==> config.mk <==
export PLATFORM = sky130hd
export DESIGN_NAME = pwm_duty_decoder
export DESIGN_NICKNAME = d
export VERILOG_FILES = /design/src/rtl/pwm_duty_decoder.sv
export SDC_FILE = /design/constraint.sdc
export NUM_CORES = 1
export LEC_CHECK = 0
export BUFFER_PORTS_ARGS = -buffer_cell sky130_fd_sc_hd__buf_2
export CORE_ASPECT_RATIO = 0.75
export CORE_MARGIN = 4
export CORE_UTILIZATION = 25
export CTS_BUF_LIST = sky130_fd_sc_hd__clkbuf_8 sky130_fd_sc_hd__clkbuf_16
export CTS_CLUSTER_SIZE = 20
export DETAILED_ROUTE_END_ITERATION = 7
export PLACE_DENSITY_LB_ADDON = 0.08
export RECOVER_POWER = 100
export SYNTH_ARGS = -nofsm -noshare
export SYNTH_HDL_FRONTEND = slang
export SYNTH_SLANG_ARGS = --single-unit
==> constraint.sdc <==
create_clock -name clk -period 5.45 [get_ports clk]
set_clock_uncertainty 0.05 [all_clocks]
set_input_delay 0.2725 -clock clk [delete_from_list [all_inputs] [get_ports clk]]
set_output_delay 0.2725 -clock clk [all_outputs]
set_load 0.03 [all_outputs]
==> src/rtl/pwm_duty_decoder.sv <==
// pwm_duty_decoder: measures period and high time of an external PWM line and reports duty in STEPS steps
//   clk        system clock
//   reset_n    asynchronous active-low reset
//   pwm_in     asynchronous PWM line (synchronised internally)
//   duty_out   floor(H*STEPS/P), 0..STEPS; STEPS or 0 when the line is static high/low
//   period_out last measured period P in clk cycles, 0 when static
//   valid_out  1-cycle pulse when duty_out/period_out update
//   stuck_out  level, set after TIMEOUT cycles without a rising edge, cleared by the next rise
//   missed_out 1-cycle pulse when a measurement is dropped because the divider is busy
// Define PWM_DECODER_GLITCH_FILTER_EN to insert a 3-tap majority filter ahead of edge detection.
module pwm_duty_decoder #(
  parameter int COUNT_W = 8,
  parameter int TIMEOUT = 255,
  parameter int STEPS = 10,
  localparam int DUTY_W = $clog2(STEPS + 1)
) (
  input  logic               clk,
  input  logic               reset_n,
  input  logic               pwm_in,
  output logic [DUTY_W-1:0]  duty_out,
  output logic [COUNT_W-1:0] period_out,
  output logic               valid_out,
  output logic               stuck_out,
  output logic               missed_out
);
  localparam int REM_W = COUNT_W + 4;
  localparam logic [COUNT_W-1:0] CNT_MAX = '1;
  localparam logic [COUNT_W-1:0] TO = COUNT_W'(TIMEOUT);
  localparam logic [DUTY_W-1:0] STEPS_D = DUTY_W'(STEPS);
  typedef enum logic [1:0] {ARM, IDLE, DIV} state_t;
  state_t state;
  logic s1, s2, sig, sig_d, rise, timeout;
  logic [COUNT_W-1:0] period_cnt, high_cnt, p;
  logic [REM_W-1:0] rem;
  logic [DUTY_W-1:0] q;
`ifdef PWM_DECODER_GLITCH_FILTER_EN
  logic h1, h2;
  always_ff @(posedge clk or negedge reset_n)
    if (!reset_n) begin
      h1 <= 1'b0;
      h2 <= 1'b0;
    end else begin
      h1 <= s2;
      h2 <= h1;
    end
  // majority of the last three samples swallows any single-cycle pulse
  assign sig = (s2 & h1) | (s2 & h2) | (h1 & h2);
`else
  assign sig = s2;
`endif
  assign rise = sig & ~sig_d;
  assign timeout = period_cnt >= TO;
  // counters free-run in every state; a rise restarts them with the edge cycle already counted high
  always_ff @(posedge clk or negedge reset_n)
    if (!reset_n) begin
      s1 <= 1'b0;
      s2 <= 1'b0;
      sig_d <= 1'b0;
      period_cnt <= '0;
      high_cnt <= '0;
    end else begin
      s1 <= pwm_in;
      s2 <= s1;
      sig_d <= sig;
      period_cnt <= rise ? COUNT_W'(1) : (period_cnt == CNT_MAX) ? period_cnt : period_cnt + 1'b1;
      high_cnt <= rise ? COUNT_W'(1) : (high_cnt == CNT_MAX || !sig) ? high_cnt : high_cnt + 1'b1;
    end
  // restoring division by repeated subtraction: one quotient step per cycle
  always_ff @(posedge clk or negedge reset_n)
    if (!reset_n) begin
      state <= ARM;
      p <= '0;
      rem <= '0;
      q <= '0;
      duty_out <= '0;
      period_out <= '0;
      valid_out <= 1'b0;
      stuck_out <= 1'b0;
      missed_out <= 1'b0;
    end else begin
      valid_out <= 1'b0;
      missed_out <= (state == DIV) && rise;
      case (state)
        ARM:
          if (rise) begin
            stuck_out <= 1'b0;
            state <= IDLE;
          end else if (timeout && !stuck_out) begin
            stuck_out <= 1'b1;
            duty_out <= sig ? STEPS_D : '0;
            period_out <= '0;
            valid_out <= 1'b1;
          end
        IDLE:
          if (rise && period_cnt != '0) begin
            p <= period_cnt;
            rem <= REM_W'(high_cnt) * REM_W'(STEPS);
            q <= '0;
            state <= DIV;
          end else if (timeout) begin
            stuck_out <= 1'b1;
            duty_out <= sig ? STEPS_D : '0;
            period_out <= '0;
            valid_out <= 1'b1;
            state <= ARM;
          end
        DIV:
          if (rem >= REM_W'(p)) begin
            rem <= rem - REM_W'(p);
            q <= (q == STEPS_D) ? q : q + 1'b1;
          end else begin
            duty_out <= q;
            period_out <= p;
            valid_out <= 1'b1;
            state <= IDLE;
          end
        default: state <= ARM;
      endcase
    end
endmodule

### After elaboration in Yosys (flattened, before gate mapping)

Index checks and enable logic that the tools add are counted.

| storage, ports and cells | value |
|---|---|
| bits of input ports | 3 |
| flip-flop bits (word level) | 60 |
| output and inout bits | 15 |
| word-level logic and storage cells | 98 |

| operators by class | value |
|---|---|
| reductions and logical operators | 17 |
| $lt $le $gt $ge | 2 |
| $mul | 1 |
| add/sub/neg operators | 4 |
| bitwise logic cells | 2 |
| multiplexer cells | 40 |
| equality and inequality tests | 18 |

Operators by type and width:

| cell | count |
|---|---|
| 2-to-1 mux 8 bit | 9 |
| 2-to-1 mux 4 bit | 9 |
| 2-to-1 mux 12 bit | 2 |
| case mux 12 bit (2 select lines) | 1 |
| case mux 8 bit (3 select lines) | 1 |
| != test 2 bit (second input constant) | 10 |
| adder 8 x 1 -> 8 bit (second input constant) | 2 |
| equality test 8 bit (second input constant) | 2 |
| greater-or-equal comparator 12 x 8 -> 1 bit | 1 |
| case mux 4 bit (3 select lines) | 1 |
| subtractor 12 x 8 -> 12 bit | 1 |
| multiplier 8 x 3 -> 11 bit (second input constant) | 1 |
| 2-to-1 mux 1 bit | 9 |
| greater-or-equal comparator 8 bit (second input constant) | 1 |
| 2-to-1 mux 2 bit | 4 |
| case mux 4 bit (2 select lines) | 1 |
| AND reduction 4 bit | 2 |
| nonzero test 8 bit | 1 |
| != test 3 bit (second input constant) | 2 |
| case mux 2 bit (3 select lines) | 1 |
| AND reduction 3 bit | 2 |
| AND reduction 6 bit | 1 |
| adder 4 x 1 -> 4 bit (second input constant) | 1 |
| equality test 4 bit (second input constant) | 1 |
| other kinds (14) | 18 |

### Logic depth before layout (Yosys ltp)

| depth | value |
|---|---|
| depth in word-level cells | 5 |
| gate-level depth with buffers | 11 |
| depth with buffers taken out | 10 |

### Worst setup path after synthesis

OpenSTA, ideal clock, no wires.

| timing | value |
|---|---|
| kind | flip-flop to flip-flop |
| start | reg p[0] |
| end | reg rem[11] |
| library setup time | 0.126 ns |
| required time | 5.274 ns |
| period minus slack after synthesis | 2.629 ns |
| stages on the path, launching flop included | 10 |
| arrival time | 2.453 ns |
| path slack | 2.821 ns |
| buffers on the path | 1 |
| cells stage by stage | dfrtp_1 -> ha_1 -> fa_1 -> nand2b_1 -> a21oi_1 -> o21a_1 -> clkbuf_1 -> o211ai_1 -> mux2_2 -> a221o_1 |

| on the way | value |
|---|---|
| word-level cells in the longest chain between the ends | 3 |
| elaborated cells between the ends (all ways) | 6 |
| those cells by class | add/sub (1); order compare (1); eq/ne (1); mux (2); reduce/logical (1) |

Ends and longest elaborated chain:

| element | RTL line | RTL |
|---|---|---|
| start: declaration | 33 | `logic [COUNT_W-1:0] period_cnt, high_cnt, p;` |
| start signal: assignment | 96 | `p <= period_cnt;` |
| subtractor 12 x 8 -> 12 bit / greater-or-equal comparator 12 x 8 -> 1 bit (equally long branches) | 109, 108 |  |
| 2-to-1 mux 12 bit / != test 2 x 1 -> 1 bit (equally long branches) | - |  |
| case mux 12 bit (2 select lines) / AND reduction 3 bit (equally long branches) | - |  |
| end signal: assignment | 97 | `rem <= REM_W'(high_cnt) * REM_W'(STEPS);` |
| end signal: assignment | 109 | `rem <= rem - REM_W'(p);` |
| end: declaration | 34 | `logic [REM_W-1:0] rem;` |

Parallel ways exist; a longest one is shown, timed or not. The select of a mux whose other input is x is not followed.
A chain may end at the register's enable or synchronous reset.

### Final worst setup path

| timing | value |
|---|---|
| start | reg period_cnt[0] |
| end | reg duty_out[3] |

| on the way | value |
|---|---|
| word-level cells in the longest chain between the ends | 4 |
| elaborated cells between the ends (all ways) | 8 |
| those cells by class | order compare (1); eq/ne (3); reduce/logical (4) |

Ends and longest elaborated chain:

| element | RTL line | RTL |
|---|---|---|
| start: declaration | 33 |  |
| start signal: assignment | 65 | `period_cnt <= rise ? COUNT_W'(1) : (period_cnt == CNT_MAX) ? period_cnt : period_cnt + 1'b1;` |
| greater-or-equal comparator 8 bit / nonzero test 8 bit (equally long branches) | 52, 95 |  |
| logical AND 1 bit (on tied branches) | 88, 95 |  |
| != test 2 bit (no source line) | - |  |
| AND reduction 6 bit (no source line) (*) | - |  |
| end signal: assignment | 90 | `duty_out <= sig ? STEPS_D : '0;` |
| end signal: assignment | 102 | `duty_out <= sig ? STEPS_D : '0;` |
| end signal: assignment | 112 | `duty_out <= q;` |
| end: declaration | 20 | `output logic [DUTY_W-1:0] duty_out,` |

Every way passes the cells marked *; elsewhere a longest branch is shown, timed or not.

==> results.md <==
- The sum of negative setup slack is 0 ns.
- The clock network latency to the later pin of the worst-skew pair is 0.33 ns.
- For this run, design rule violations remaining after detail routing come to 0.
- The top-area cell type share of the netlist area is 0.414.
- Based on the critical path, the design can be clocked at up to 0.255 GHz.
- The maximum vdd drop is 0.000236 V.
- TritonCTS built the clock tree.
- The sum of routed wire length over all layers is 9190 µm.
- The longest individual stage delay on the worst path is 0.78 ns.
- The number of nets in the final layout is 430.
- Summing all placed instances gives a cell area of 3910 µm².
- The critical path buffer and inverter count is 1.
- The number of standard cells after synthesis is 379.
- In this run the power spent charging and discharging nets is 0.914 mW.
- The kind of path behind the tightest hold check is reg -> reg.
- Buffers inserted during clock tree synthesis total 9.
- The routed design could run at a clock period as short as 3.92 ns.
- The width of the die is 147 µm.
- Among all flip-flop cells after synthesis, the most frequent one is dfrtp_1.
- The clock-pin slew on the worst setup and hold paths is 0.05 ns.
- The final count of pins violating max slew is 61.
- Of the total power, the share spent switching nets is 0.417.
- The fraction of final layout cells sized beyond drive strength 1 is 0.0723.
- By count the netlist is led by dfrtp_1 (60), nor2_1 (39), nand2_1 (31), ha_1 (29).
- The worst pin sits at a relative slew slack of -1.26.
- The final worst-path cycle share is 0.718.
- The layout has 1487 filler cells.
- The cell area after synthesis is 3630 µm².
- The part of the power in combinational logic is 0.442.
- Summing all non-filler instances in the final layout gives an area of 4140 µm².
- The slowest cell on the critical path is or2_0.
- In this run the count of I/O pins placed on the die edge is 18.
- The via count is between 2000 and 3000.
- The kind of start point of the critical path is a flop.
- Counting every net in the synthesized netlist gives between 400 and 500.
- The core area is ~14000 µm².
- The number of synthesized flops with an enable pin is 0.
- Summed over all nets, the half-perimeter wirelength after detailed placement is 6740 µm.
- The highest fanout seen on the critical path is 14.
- The all-layer global routing usage is 0.118.
- The count of state elements after synthesis is 60.
- By area the synthesized netlist is led by dfrtp_1 (41%), ha_1 (10%), nor2_1 (4.0%), a21oi_1 (3.4%), mux2_2 (3.4%).
- The fraction of the yosys area taken by sequential cells is 0.414.
- Dividing the detail-routed wire length by the instance count gives 15.4 µm.
- The die outline area is approximately 17000 µm².
- The critical path goes through inv_1, ha_1, or4b_2, o41ai_1, or2_0, o2111ai_1, mux2_2.
- The number of antenna violations at the first check in global routing is 0.
- In this run the critical register-to-register path is captured at duty_out[3]$_DFFE_PN0P_.
- The share of total power dissipated in sequential elements is 0.301.
- From synthesis to final layout, the design area changed by 14.1%.
- The Yosys step of the flow raised 0 warnings.
- The checks that failed: capacitance limit, slew limit.
- The cell taking the most area after synthesis is dfrtp_1.
- The DRC violation total after the first TritonRoute iteration is between 100 and 150.
- The critical path crosses 7 cells after its start point.
- By instance count, the leading cell after synthesis is dfrtp_1.
- The remaining antenna violation count after routing is 0.
- From bottom edge to top edge, the die measures 112 µm.
- The number of global-route vias before repair was 2788.
- The family of cells with the greatest summed delay on the critical path is simple AND/OR/NAND/NOR gates.
- The critical path start-end classification is reg -> reg.
- For this run the aggregate overflow at the end of global routing stands at 0.
- Setup violations remaining at the end of the flow were counted as 0.
- After synthesis, the mean cell area works out to 9.58 µm².
- The worst setup path is captured at a flop.
- In this run, distinct cell masters in the synthesized netlist total 53.
- The slew at the pin closest to its max-slew limit is roughly 3.4 ns.
- In this run the number of H-tree levels came out at 3.
- At the worst endpoint, the required time is 5.61 ns.
- Of the total power, the clock network draws 0.257.
- After layout, the design draws a total of 2.19 mW.
- The launch point of the worst path is period_cnt[0]$_DFFE_PN0P_.
- After detailed routing, the number of vias per cell comes to 4.64.
- The fraction of registers with async set or reset after synthesis is 1.00.
- For this configuration, the core starts out at a cell density of 0.260.
- The worst-case reg-to-reg path depth is 7.
- The longest clock path from root to sink contains 2 buffers.
- Entering global routing, the biggest net connects 61 pins.
- In this run the clock root is driven by a clkbuf_16.
- The count of buffers inserted at the top-level ports is 17.
- The launch instance of the worst register-to-register path is period_cnt[0]$_DFFE_PN0P_.
- The number of endpoints with negative hold slack in the final report is 0.
- The data arrival time at the worst-slack endpoint is 4.07 ns.
- The worst hold path begins at s1$_DFF_PN0_.
- The antenna diode count is 0.
- The first-pass GRT wire length is 15300 µm.
- The weighted congestion at the end of routability-driven global placement is roughly 0.74.
- The endpoint of the most critical setup path is duty_out[3]$_DFFE_PN0P_.
- The setup slack of the most critical reg-to-reg path is 1.53 ns.
- The count of standard-cell rows is 37.
- The run finished, with violations left.
- The clock drives 60 sinks.
- The internal portion of the total power is 1.28 mW.
- After clock tree synthesis, the repair step resized 0 gates.
- The leakage power figure is 1.86 nW.
- Power spread over the standard cell area amounts to 529 nW/µm².
- Setup repair after global routing left no endpoint under its margin.
- The tool flagged a number of max-cap violations equal to 1.
- The first detailed-routing pass took 4 iterations.
worst min path at each step:
stage | endpoint | slack (ns) | cells after the start
6_report | s2$_DFF_PN0_ | 0.29 | 0
5_1_grt | s2$_DFF_PN0_ | 0.32 | 0
4_1_cts | duty_out[2]$_DFFE_PN0P_ | 0.10 | 2
3_5_place_dp | s2$_DFF_PN0_ | 0.29 | 0
3_3_place_gp | s2$_DFF_PN0_ | 0.28 | 0
2_1_floorplan | duty_out[0]$_DFFE_PN0P_ | -0.07 | 0
cell usage in the layout (no fill, tap or decap), drive strengths merged, types with 3 or more instances in the layout:
| cell type | count |
|---|---|
| and3 | 4 |
| a211oi | 7 |
| nor2b | 4 |
| a31oi | 7 |
| nand2 | 31 |
| o21bai | 3 |
| xnor2 | 4 |
| a21oi | 25 |
| mux2 | 11 |
| nand3 | 5 |
| nor2 | 39 |
| o211ai | 5 |
| xor2 | 4 |
| clkinv | 3 |
| mux2i | 10 |
| or3 | 4 |
| nand4 | 3 |
| nor3 | 11 |
| clkbuf | 27 |
| buf | 3 |
| inv | 27 |
| o22ai | 3 |
| ha | 29 |
| o21ai | 22 |
| a22o | 11 |
| dfrtp | 60 |
| nand2b | 6 |
state kept, by name (all words and copies together), names as in the netlist:
register and flops:
stuck_out 1, duty_out 4, p 8, sig_d 1, period_cnt 8, s2 1
period_out 8, s1 1, missed_out 1, rem 12, q 4, high_cnt 8
state 2, valid_out 1
layout make-up:
| type | count | area (µm²) | area share |
|---|---|---|---|
| clock buffer | 10 | 239 | 0.0577 |
| clock inverter | 6 | 56.3 | 0.0136 |
| inverter | 25 | 93.8 | 0.0227 |
| multi-input combinational | 279 | 1920 | 0.463 |
| sequential | 60 | 1500 | 0.363 |
| tap | 195 | 244 | 0.0589 |
| timing repair buffer | 21 | 91.3 | 0.0221 |
timing repair:
action | in CTS | in global routing
buffers inserted | 0 | 0
hold buffers | 1 | 0
endpoints found under the hold margin | 1 | 0
routing by layer:
metal | GRT usage | share of wire | up-vias
li1 | - | - | 1404
met1 | 0.183 | 0.57 | 1312
met2 | 0.159 | 0.39 | 43
met3 | 0.0307 | 0.033 | 4
met4 | 0.0335 | 0.0062 | 0
met5 | 0 | 0 | -
logic make-up (layout without fill, tap and decap cells):
kind of cell             count (synthesis)  in the layout  share of synthesized area
adder cells (fa/ha/maj)                 31             31                      0.111
multiplexers                            21             21                     0.0617
AO/OA/AOI/OAI                          100            100                      0.192
flip-flops                              60             60                      0.414
buffers and inverters                   40             62                     0.0458
AND/OR/NAND/NOR                        119            119                      0.156
XOR/XNOR                                 8              8                     0.0193
power by group through the flow:
| stage | Sequential (mW) | Combinational, mW | Clock, mW |
|---|---|---|---|
| finish | 0.660 | 0.970 | 0.563 |
| global placement | 0.670 | 1.00 | 0 |
| floorplan | 0.645 | 0.786 | 0 |
| detailed placement | 0.671 | 1.01 | 0 |
| global route | 0.679 | 1.11 | 0.605 |
| CTS | 0.663 | 1.02 | 0.585 |
per-stage QoR:
step / worst slack, ns / hold slack, ns / cells / utilization
finish: 1.53 / 0.295 / 596 / 0.296
global route: 1.13 / 0.319 / 596 / 0.296
CTS: 2.26 / 0.104 / 596 / 0.301
detailed placement: 2.26 / 0.286 / 579 / 0.280
global placement: 2.39 / 0.281 / 579 / 0.280
floorplan: 2.82 / -0.0731 / 379 / -
(Power assumes the default switching activity.)
